`src/rtl/pipeline_pkg.sv`:
```
// rtl/pipeline_pkg.sv - shared pipeline types for the RV64 core
package pipeline_pkg;
   localparam int XLEN = 64;

   typedef struct packed {
      logic [31:0]     instr;
      logic [XLEN-1:0] pc;
      logic [XLEN-1:0] pcPlus4;
   } ifid_t;
endpackage

```
`src/rtl/fetch_queue.sv`:
```
// rtl/fetch_queue.sv - RV64 fetch front end: PC owner, in-order imem requests, instruction FIFO
// Define FETCH_BYPASS_EN to forward a response straight to ifid_o while the FIFO is empty.
module fetch_queue
   import pipeline_pkg::*;
#(
   parameter int              XLEN     = pipeline_pkg::XLEN,
   parameter int              DEPTH    = 4,
   parameter logic [XLEN-1:0] RESET_PC = '0
) (
   input  logic            clk,
   input  logic            reset,
   output logic            imem_req_o,
   output logic [XLEN-1:0] imem_addr_o,
   input  logic            imem_ready_i,
   input  logic            imem_rvalid_i,
   input  logic [31:0]     imem_rdata_i,
   input  logic            redirect_i,
   input  logic [XLEN-1:0] redirect_pc_i,
   output logic            ifid_valid_o,
   input  logic            ifid_ready_i,
   output ifid_t           ifid_o
);

   localparam int AW = $clog2(DEPTH);
   localparam int CW = $clog2(DEPTH) + 1;

   logic [XLEN-1:0] pc;
   ifid_t           fifoMem [DEPTH];
   logic [XLEN-1:0] tagMem  [DEPTH];
   logic [AW-1:0]   fifoWrPtr;
   logic [AW-1:0]   fifoRdPtr;
   logic [AW-1:0]   tagWrPtr;
   logic [AW-1:0]   tagRdPtr;
   logic [CW-1:0]   count;
   logic [CW-1:0]   outstanding;
   logic [CW-1:0]   dropCnt;

   logic [CW:0]     credit;
   logic            issue;
   logic            respKeep;
   logic            bypassValid;
   logic            bypassTake;
   logic            push;
   logic            pop;
   logic            fifoNotEmpty;
   logic [XLEN-1:0] tagPc;
   ifid_t           respEntry;
   logic            unusedRedirectLsbs;

   assign unusedRedirectLsbs = ^redirect_pc_i[1:0];

   // Buffered plus in-flight instructions never exceed DEPTH, so a response always has a slot.
   assign credit     = {1'b0, count} + {1'b0, outstanding};
   assign imem_req_o = ~reset & ~redirect_i & (credit < (CW+1)'(DEPTH));
   assign imem_addr_o = pc;
   assign issue      = imem_req_o & imem_ready_i;

   // Wrong-path responses are swallowed while dropCnt is non-zero or a redirect is in progress.
   assign respKeep   = imem_rvalid_i & (dropCnt == '0) & ~redirect_i & ~reset;
   assign tagPc      = tagMem[tagRdPtr];

   always_comb begin
      respEntry         = '0;
      respEntry.instr   = imem_rdata_i;
      respEntry.pc      = tagPc;
      respEntry.pcPlus4 = tagPc + XLEN'(4);
   end

   assign fifoNotEmpty = (count != '0);

`ifdef FETCH_BYPASS_EN
   assign bypassValid = respKeep & ~fifoNotEmpty;
`else
   assign bypassValid = 1'b0;
`endif

   assign ifid_valid_o = ~reset & (fifoNotEmpty | bypassValid);
   assign bypassTake   = bypassValid & ifid_ready_i;
   assign pop          = ~reset & fifoNotEmpty & ifid_ready_i;
   assign push         = respKeep & ~bypassTake;

   always_comb begin
      ifid_o = '0;
      if (!reset) begin
         if (fifoNotEmpty) begin
            ifid_o = fifoMem[fifoRdPtr];
         end else if (bypassValid) begin
            ifid_o = respEntry;
         end
      end
   end

   always_ff @(posedge clk) begin
      if (reset) begin
         pc          <= RESET_PC;
         fifoWrPtr   <= '0;
         fifoRdPtr   <= '0;
         tagWrPtr    <= '0;
         tagRdPtr    <= '0;
         count       <= '0;
         outstanding <= '0;
         dropCnt     <= '0;
      end else begin
         outstanding <= outstanding + CW'(issue) - CW'(imem_rvalid_i);
         if (redirect_i) begin
            // Everything still in flight belongs to the old path, including responses already being dropped.
            pc        <= {redirect_pc_i[XLEN-1:2], 2'b00};
            fifoWrPtr <= '0;
            fifoRdPtr <= '0;
            tagWrPtr  <= '0;
            tagRdPtr  <= '0;
            count     <= '0;
            dropCnt   <= outstanding - CW'(imem_rvalid_i);
         end else begin
            if (issue) begin
               pc       <= pc + XLEN'(4);
               tagWrPtr <= tagWrPtr + 1'b1;
            end
            if (imem_rvalid_i) begin
               if (dropCnt != '0) begin
                  dropCnt <= dropCnt - 1'b1;
               end else begin
                  tagRdPtr <= tagRdPtr + 1'b1;
               end
            end
            if (push) begin
               fifoWrPtr <= fifoWrPtr + 1'b1;
            end
            if (pop) begin
               fifoRdPtr <= fifoRdPtr + 1'b1;
            end
            count <= count + CW'(push) - CW'(pop);
         end
      end
   end

   // Storage arrays need no reset; the pointers and counters define what is live.
   always_ff @(posedge clk) begin
      if (issue) begin
         tagMem[tagWrPtr] <= pc;
      end
      if (push) begin
         fifoMem[fifoWrPtr] <= respEntry;
      end
   end

endmodule

```
`config.mk`:
```
export PLATFORM = sky130hd
export DESIGN_NAME = fetch_queue
export DESIGN_NICKNAME = d
export VERILOG_FILES = /design/src/rtl/pipeline_pkg.sv /design/src/rtl/fetch_queue.sv
export SDC_FILE = /design/constraint.sdc
export NUM_CORES = 1
export LEC_CHECK = 0
export ABC_AREA = 1
export CAP_MARGIN = 20
export CORE_MARGIN = 8
export CORE_UTILIZATION = 50
export CTS_CLUSTER_DIAMETER = 50
export CTS_CLUSTER_SIZE = 28
export DETAILED_ROUTE_END_ITERATION = 6
export PLACE_DENSITY = 0.7
export SLEW_MARGIN = 10
export SYNTH_ARGS = -nofsm -noshare
export SYNTH_HDL_FRONTEND = slang
export SYNTH_SLANG_ARGS = --single-unit
```
`constraint.sdc`:
```
create_clock -name clk -period 13.4 [get_ports clk]
set_input_delay 2.68 -clock clk [delete_from_list [all_inputs] [get_ports clk]]
set_output_delay 2.68 -clock clk [all_outputs]
set_load 0.01 [all_outputs]
```
==> key figures, run 1 <==
Synthesis
  • Yosys Warn Count: 0
  • Synth Area in Compound Gates: 7.337%
  • XOR/XNOR share of the synthesized area: 1.195%
  • Post-synthesis simple-gate area fraction: 19.68%
  • Async set or reset register ratio after synthesis: 0%
  • Syn_area_per_cell: 10.13 sq um
  • Seq/Total Area, Yosys: 66.67%
  • Top_reg_cell synth: edfxtp_1
  • Largest family of logic cells by synthesized area: simple AND/OR/NAND/NOR gates
  • Top cell type's share of synthesized area: 62.70%
  • Mux cell area share after synthesis: 0%
  • Top cells by area, synth: edfxtp_1, nor2_1, nand2_1
  • Cell taking the most area after synthesis: edfxtp_1
  • FF+latch count, synth: 955
  • EDFF count, synth: 872
  • Number of distinct library cells after synthesis: 37
  • Post-Syn Area: 0.04177 sq mm
  • Adder-cell share of the synthesized area: 0.6950%
  • Syn Inst Count: 4122

Power
  • Seq pwr share: 51.9%
  • Switch Pwr: 1.607 mW
  • Int Power: 4.920 mW
  • Share of total power in combinational logic: 6.7%
  • Total power: 6.528 mW
  • VDD IR max: 0.1105 mV
  • Power share of the clock group: 41.4%
  • Pwr Density: 133.2 mW/mm^2
  • P_leak: 17.34 nW
  • Switching part of the total: 24.62%

Layout
  • Final Cell Area: 0.04901 sq mm
  • Most common cell after layout, fill and taps aside: nor2_1
  • Final nets: 4495
  • Commonest non-fill, non-tap cells in the layout: nor2_1, edfxtp_1, nand2_1, o21ai_0, clkdlybuf4s50_1
  • Synth-to-layout area growth: 17.34%
  • Post-route insts no fill: 5524
  • Ant diodes: 0
  • Share of layout cells above drive strength 1: 5.806%

Run
  • Max Cap Violations: 0

STA
  • RSZ-0062 raised after global routing: false
  • WHS: 0.4925 ns
  • Worst slew margin: 17.21%
  • Slew Viols, Final: 0
  • Fmax: 0.1142 GHz
  • Final hold violations: 0
  • Fin crit share: 65.37%
  • # setup viols final: 0
  • Worst Clk Skew: 0.02554 ns
  • Minimum clock period: 8.760 ns
  • Total Neg Setup Slack: 0 ns
  • Least-Margin Pin Slew: 1.242 ns

Worst setup path
  • Most frequent CP cell: buf_4
  • Worst Path Required: 10.72 ns
  • CP max FO: 94
  • Crit path cell chain: buf_2 -> buf_4 -> nor2_1 -> inv_6 -> buf_4 -> a21oi_1 -> clkdlybuf4s50_1
  • CP peak stage delay: 0.80 ns
  • CP Data Arrival Time: 6.08 ns
  • Critical Path Slowest Stage Cell: buf_4
  • Reg-to-reg slack, setup: 8.69 ns
  • Worst reg2reg endpoint: fifoMem[0][30]$_DFFE_PP_
  • Worst reg2reg path depth: 12
  • Startpoint Class: primary input
  • Type of the worst setup path: primary input to output port
  • Crit end category: output port

Status
  • Status: finished, final reports clean

Detailed routing
  • TritonRoute pass-1 iters: 6
  • Vias per cell: 5.427
  • Per-cell routed wire length: 20.04 um
  • DRC viols: 0
  • DR vias: 29980
  • DR iter-0 viols: 2983
  • Post-Route WL: 110.7 mm
  • DRT antenna net count: 0

GRT
  • Tot GR Track Use: 23.01%
  • Initial antenna violation count: 1
  • GR Util met3: 4.271%
  • Most crowded layer after global routing: met2
  • Met2 GRT Util: 36.74%
  • Vias in the first global route: 28140
  • Met1 usage: 31.30%
  • GR Overflow Total: 0
  • First-pass GRT wire length: 166.0 mm
  • Largest net degree at the start of global routing: 150

Clock tree
  • Clk slew on worst S/H paths: 0.06 ns
  • CTS Buf Count: 89
  • Clock Path Buffers: 3
  • Clk_lat worst skew: 0.67 ns
  • PostCTS Resize Cnt: 0
  • Clock sink count: 955
  • CTS tree: yes
  • Clock Root Buffer: clkbuf_16
  • Setup Fix Bufs, Post-CTS: 0
  • CTS H-tree lvls: 3
  • # hold bufs at CTS: 0

Worst hold path
  • Worst hold path startpoint: tagRdPtr[1]$_SDFFE_PP0N_
  • Hold path endpoint: tagRdPtr[1]$_SDFFE_PP0N_
  • Hold path depth: 1
  • Worst min-delay path category: register to register

Floorplanning
  • Die ar.: 0.09303 sq mm
  • Ports: 328
  • Core region area: 0.08316 sq mm
  • Die Wd: 305.0 um
  • Row cnt: 106
  • Die Ht: 305.0 um
  • Initial core utilization: 50.22%

Place
  • Cell total after placement: 5358
  • Post-DP Area: 0.04571 sq mm
  • Final GP Congestion: 0.9651
  • # port buffers: 319
  • Hpwl dp: 69.92 mm
[stage by stage]
step | utilization (%) | setup slack, ns
after floorplan | - | 2.946
after CTS | 58.88 | 4.599
final | 58.93 | 4.640
after detailed placement | 54.96 | 4.602
after global routing | 58.93 | 4.403
after global placement | 54.96 | 4.605
[synthesized netlist by cell type (2+ instances only)]
cell and n:
nand2_2 11, xor2_1 48, o21ai_0 368, nor2_1 891
buf_8 2, o211ai_1 5, or2_2 2, nand4_1 19
buf_2 16, ha_1 20, nor2_4 6, edfxtp_1 872
a31oi_1 17, nand3_1 232, nor3_1 19, nor2_2 31
inv_2 4, xnor2_1 9, fa_1 2, buf_4 21
clkbuf_1 123, o21a_1 2, dfxtp_1 83, buf_6 11
nand2_1 838, buf_1 21, a21oi_1 206, inv_1 234
[critical path, delay by kind of cell]
family,cells,cell delay [ns]
and+or+nand+nor,1,0.28
buffers and inverters,5,2.65
AOI/OAI and AO/OA,1,0.26
[state kept, by name, indices dropped and copies added, names as in the netlist, named ones only]
register / flops
fifoWrPtr: 2
fifoRdPtr: 2
dropCnt: 3
tagRdPtr: 2
outstanding: 3
fifoMem: 624
tagMem: 248
imem_addr_o: 62
count: 3
tagWrPtr: 2
[routing by layer]
| layer | up-vias | routed length (um) |
|---|---|---|
| li1 | 14410 | - |
| met1 | 14150 | 45920 |
| met2 | 1221 | 51560 |
| met3 | 195 | 9227 |
| met4 | 0 | 4013 |
| met5 | - | 0 |
[worst max-delay path by stage]
| stage | start | cells after the start | to | slack, ns |
|---|---|---|---|---|
| 2_1_floorplan | reset | 5 | fifoMem[0][100]$_DFFE_PP_ | 2.95 |
| 3_3_place_gp | reset | 7 | ifid_o[88] | 4.60 |
| 3_5_place_dp | reset | 7 | ifid_o[88] | 4.60 |
| 4_1_cts | reset | 7 | ifid_o[88] | 4.60 |
| 5_1_grt | reset | 7 | ifid_o[88] | 4.40 |
| 6_report | reset | 7 | ifid_o[88] | 4.64 |
[power groups by stage]
stage               Sequential (mW)  Clock, mW  Combinational, mW
CTS                            3.39       2.75              0.433
floorplan                      3.45          0              0.248
global placement               3.45          0              0.422
global route                   3.39       2.86              0.482
detailed placement             3.45          0              0.431
finish                         3.39       2.70              0.436
[layout make-up]
class	count	area, sq um
clock buffers	92	2238
inverters	240	918.4
fillers	6783	34150
clock inverters	72	1020
repair buffers	348	3466
flip-flops and latches	955	27860
well taps	1080	1351
multi-input cells	2737	12150
[kinds of logic after synthesis]
logic type | Yosys count
AO/OA/AOI/OAI | 602
XOR/XNOR | 57
adder cells (fa/ha/maj) | 22
buffers and inverters | 435
flip-flops | 955
other | 1
AND/OR/NAND/NOR | 2050
No activity file was read; power rests on OpenSTA's default activity.
==> inputs of run 2 (changes only) <==
- PLACE_DENSITY: 0.7 -> 0.73
- clock period: 13.4 -> 8 ns (I/O delays scaled with it)
==> key figures, run 2 (same netlist as run 1, synthesis figures left out) <==
Layout
  • Final core utilization: 58.94% (was 58.93%)
  • Most common cell after layout, fill and taps aside: nor2_1 (unchanged)
  • Final nets: 4497 (was 4495)
  • Fill count: 6753 (was 6783)
  • Biggest register: fifoMem (unchanged)
  • Multi-input logic area: 0.01215 sq mm (unchanged)
  • Ant diodes: 0 (unchanged)
  • Max reg flops: 624 (unchanged)
  • Commonest non-fill, non-tap cells in the layout: nor2_1, edfxtp_1, nand2_1, o21ai_0, clkdlybuf4s50_1 (unchanged)
  • Register Area: 0.02786 sq mm (unchanged)
  • Share of layout cells above drive strength 1: 5.934% (was 5.806%)
  • Synth-to-layout area growth: 17.35% (was 17.34%)

Clock tree
  • Setup Fix Bufs, Post-CTS: 0 (unchanged)
  • CTS Buf Count: 89 (unchanged)
  • Clk slew on worst S/H paths: 0.06 ns (about the same)
  • # hold bufs at CTS: 0 (unchanged)
  • PostCTS Resize Cnt: 0 (unchanged)
  • CTS H-tree lvls: 3 (unchanged)
  • Clock Root Buffer: clkbuf_16 (unchanged)
  • Clk_lat worst skew: 0.65 ns (was 0.67 ns)
  • CTS tree: yes (unchanged)
  • Clock Path Buffers: 3 (unchanged)
  • Clock sink count: 955 (unchanged)

Floorplanning
  • Die Wd: 305.0 um (unchanged)
  • Ports: 328 (unchanged)
  • Row cnt: 106 (unchanged)
  • Die ar.: 0.09303 sq mm (unchanged)
  • Initial core utilization: 50.22% (unchanged)
  • Core region area: 0.08316 sq mm (unchanged)
  • Die Ht: 305.0 um (unchanged)

Detailed routing
  • Per-cell routed wire length: 20.08 um (was 20.04 um)
  • DRC viols: 0 (unchanged)
  • Vias per cell: 5.446 (was 5.427)
  • TritonRoute pass-1 iters: 6 (unchanged)
  • DRT antenna net count: 0 (unchanged)
  • Post-Route WL: 111.0 mm (was 110.7 mm)
  • DR iter-0 viols: 3059 (was 2983)
  • DR vias: 30110 (was 29980)

Worst setup path
  • Crit path cell chain: buf_2 -> nor2_1 -> inv_6 -> buf_12 -> a21oi_1 -> clkdlybuf4s50_1 (was buf_2 -> buf_4 -> nor2_1 -> inv_6 -> buf_4 -> a21oi_1 -> clkdlybuf4s50_1)
  • Worst reg2reg endpoint: fifoMem[0][30]$_DFFE_PP_ (unchanged)
  • CP Data Arrival Time: 3.94 ns (was 6.08 ns)
  • Worst reg2reg path depth: 12 (unchanged)
  • Critical Path Slowest Stage Cell: clkdlybuf4s50_1 (was buf_4)
  • Critical Path End: ifid_o[92] (was ifid_o[88])
  • CP max FO: 72 (was 94)
  • Startpoint Class: primary input (unchanged)
  • Crit end category: output port (unchanged)
  • Type of the worst setup path: primary input to output port (unchanged)
  • CP peak stage delay: 0.65 ns (was 0.80 ns)
  • Reg-to-reg slack, setup: 3.62 ns (was 8.69 ns)
  • Crit. Startpoint: reset (unchanged)
  • Worst Path Required: 6.40 ns (was 10.72 ns)

Run
  • Max Cap Violations: 0 (unchanged)

GRT
  • Vias in the first global route: 28130 (was 28140)
  • Tot GR Track Use: 23.02% (was 23.01%)
  • GR Overflow Total: 0 (unchanged)
  • First-pass GRT wire length: 167.3 mm (was 166.0 mm)
  • Initial antenna violation count: 1 (unchanged)
  • Largest net degree at the start of global routing: 176 (was 150)

STA
  • Worst slew margin: 27.12% (was 17.21%)
  • Worst Clk Skew: 0.04119 ns (was 0.02554 ns)
  • Slew Viols, Final: 0 (unchanged)
  • Final hold violations: 0 (unchanged)
  • RSZ-0062 raised after global routing: false (unchanged)
  • Total Neg Setup Slack: 0 ns (unchanged)
  • Minimum clock period: 5.538 ns
  • Least-Margin Pin Slew: 1.093 ns (was 1.242 ns)
  • Fmax: 0.1806 GHz
  • # setup viols final: 0 (unchanged)
  • Fin crit share: 69.22%

Power
  • VDD IR max: 0.1558 mV (was 0.1105 mV)
  • Int Power: 8.099 mW (was 4.920 mW)
  • Power share of the clock group: 40.8% (was 41.4%)
  • Seq pwr share: 52.5% (was 51.9%)
  • Switching part of the total: 25.16% (was 24.62%)
  • Switch Pwr: 2.722 mW (was 1.607 mW)
  • Share of total power in combinational logic: 6.7% (about the same)
  • Pwr Density: 220.8 mW/mm^2 (was 133.2 mW/mm^2)
  • P_leak: 17.35 nW (was 17.34 nW)

Place
  • Final GP Congestion: 0.9609 (was 0.9651)
  • Hpwl dp: 70.26 mm (was 69.92 mm)
  • # port buffers: 319 (unchanged)

Status
  • Status: finished, final reports clean (unchanged)

Worst hold path
  • Worst min-delay path category: register to register (unchanged)
run 2: cell count changes in the layout (fill, tap and decap cells not counted), sizes merged:
cell	previous run	this run
inv	269	275
buf	31	33
clkbuf	92	95
clkinvlp	4	2
bufinv	7	1
clkinv	32	34
run 2: final cells by class:
| cell class | count | area share, % |
|---|---|---|
| inverter | 240 | 1.874 |
| clock inverter | 72 | 1.835 |
| clock buffer | 95 | 4.654 |
| tap | 1080 | 2.757 |
| timing repair buffer | 350 | 7.240 |
| sequential | 955 | 56.84 |
| multi-input combinational | 2737 | 24.80 |
run 2: worst min path at each step:
stage,cells past startpoint,endpoint,slack [ns],start
final,1,fifoRdPtr[1]$_SDFFE_PP0P_,0.50,fifoRdPtr[1]$_SDFFE_PP0P_
after global routing,1,fifoRdPtr[1]$_SDFFE_PP0P_,0.55,fifoRdPtr[1]$_SDFFE_PP0P_
after CTS,1,fifoRdPtr[1]$_SDFFE_PP0P_,0.50,fifoRdPtr[1]$_SDFFE_PP0P_
after detailed placement,1,register,0.49,fifoRdPtr[1]$_SDFFE_PP0P_
after global placement,1,register,0.46,tagRdPtr[1]$_SDFFE_PP0N_
after floorplan,1,register,0.46,tagRdPtr[1]$_SDFFE_PP0N_
run 2: power by group through the flow:
| stage | Clock [mW] | Sequential [mW] | Combinational [mW] |
|---|---|---|---|
| 2_1_floorplan | 0 | 5.77 | 0.415 |
| 3_3_place_gp | 0 | 5.78 | 0.703 |
| 6_report | 4.42 | 5.68 | 0.726 |
| 5_1_grt | 4.67 | 5.69 | 0.802 |
| 4_1_cts | 4.48 | 5.68 | 0.723 |
| 3_5_place_dp | 0 | 5.79 | 0.719 |
run 2: stage by stage:
stage	hold slack, ns	cell area, sq um	worst slack (ns)	power, mW	cells
2_1_floorplan	0.4567	41780	-1.374	6.185	4127
3_3_place_gp	0.4647	45780	2.462	6.487	5360
4_1_cts	0.5007	48960	2.435	10.88	5527
6_report	0.5009	49010	2.462	10.82	5529
3_5_place_dp	0.4867	45780	2.450	6.507	5360
5_1_grt	0.5504	49010	2.294	11.16	5529
run 2: layer usage:
layer  global-route usage (%)  vias to the layer above  routed length, um
li1                         -                    14450                  -
met1                    31.45                    14330              46640
met2                    37.19                     1148              52010
met3                    4.146                      189               8745
met4                    7.801                        0               3649
met5                        0                        -                  0
run 2: worst max-delay path, delay by kind of cell:
kind,cells,cell delay [ns]
buffers and inverters,4,1.38
and+or+nand+nor,1,0.39
AOI/OAI and AO/OA,1,0.48
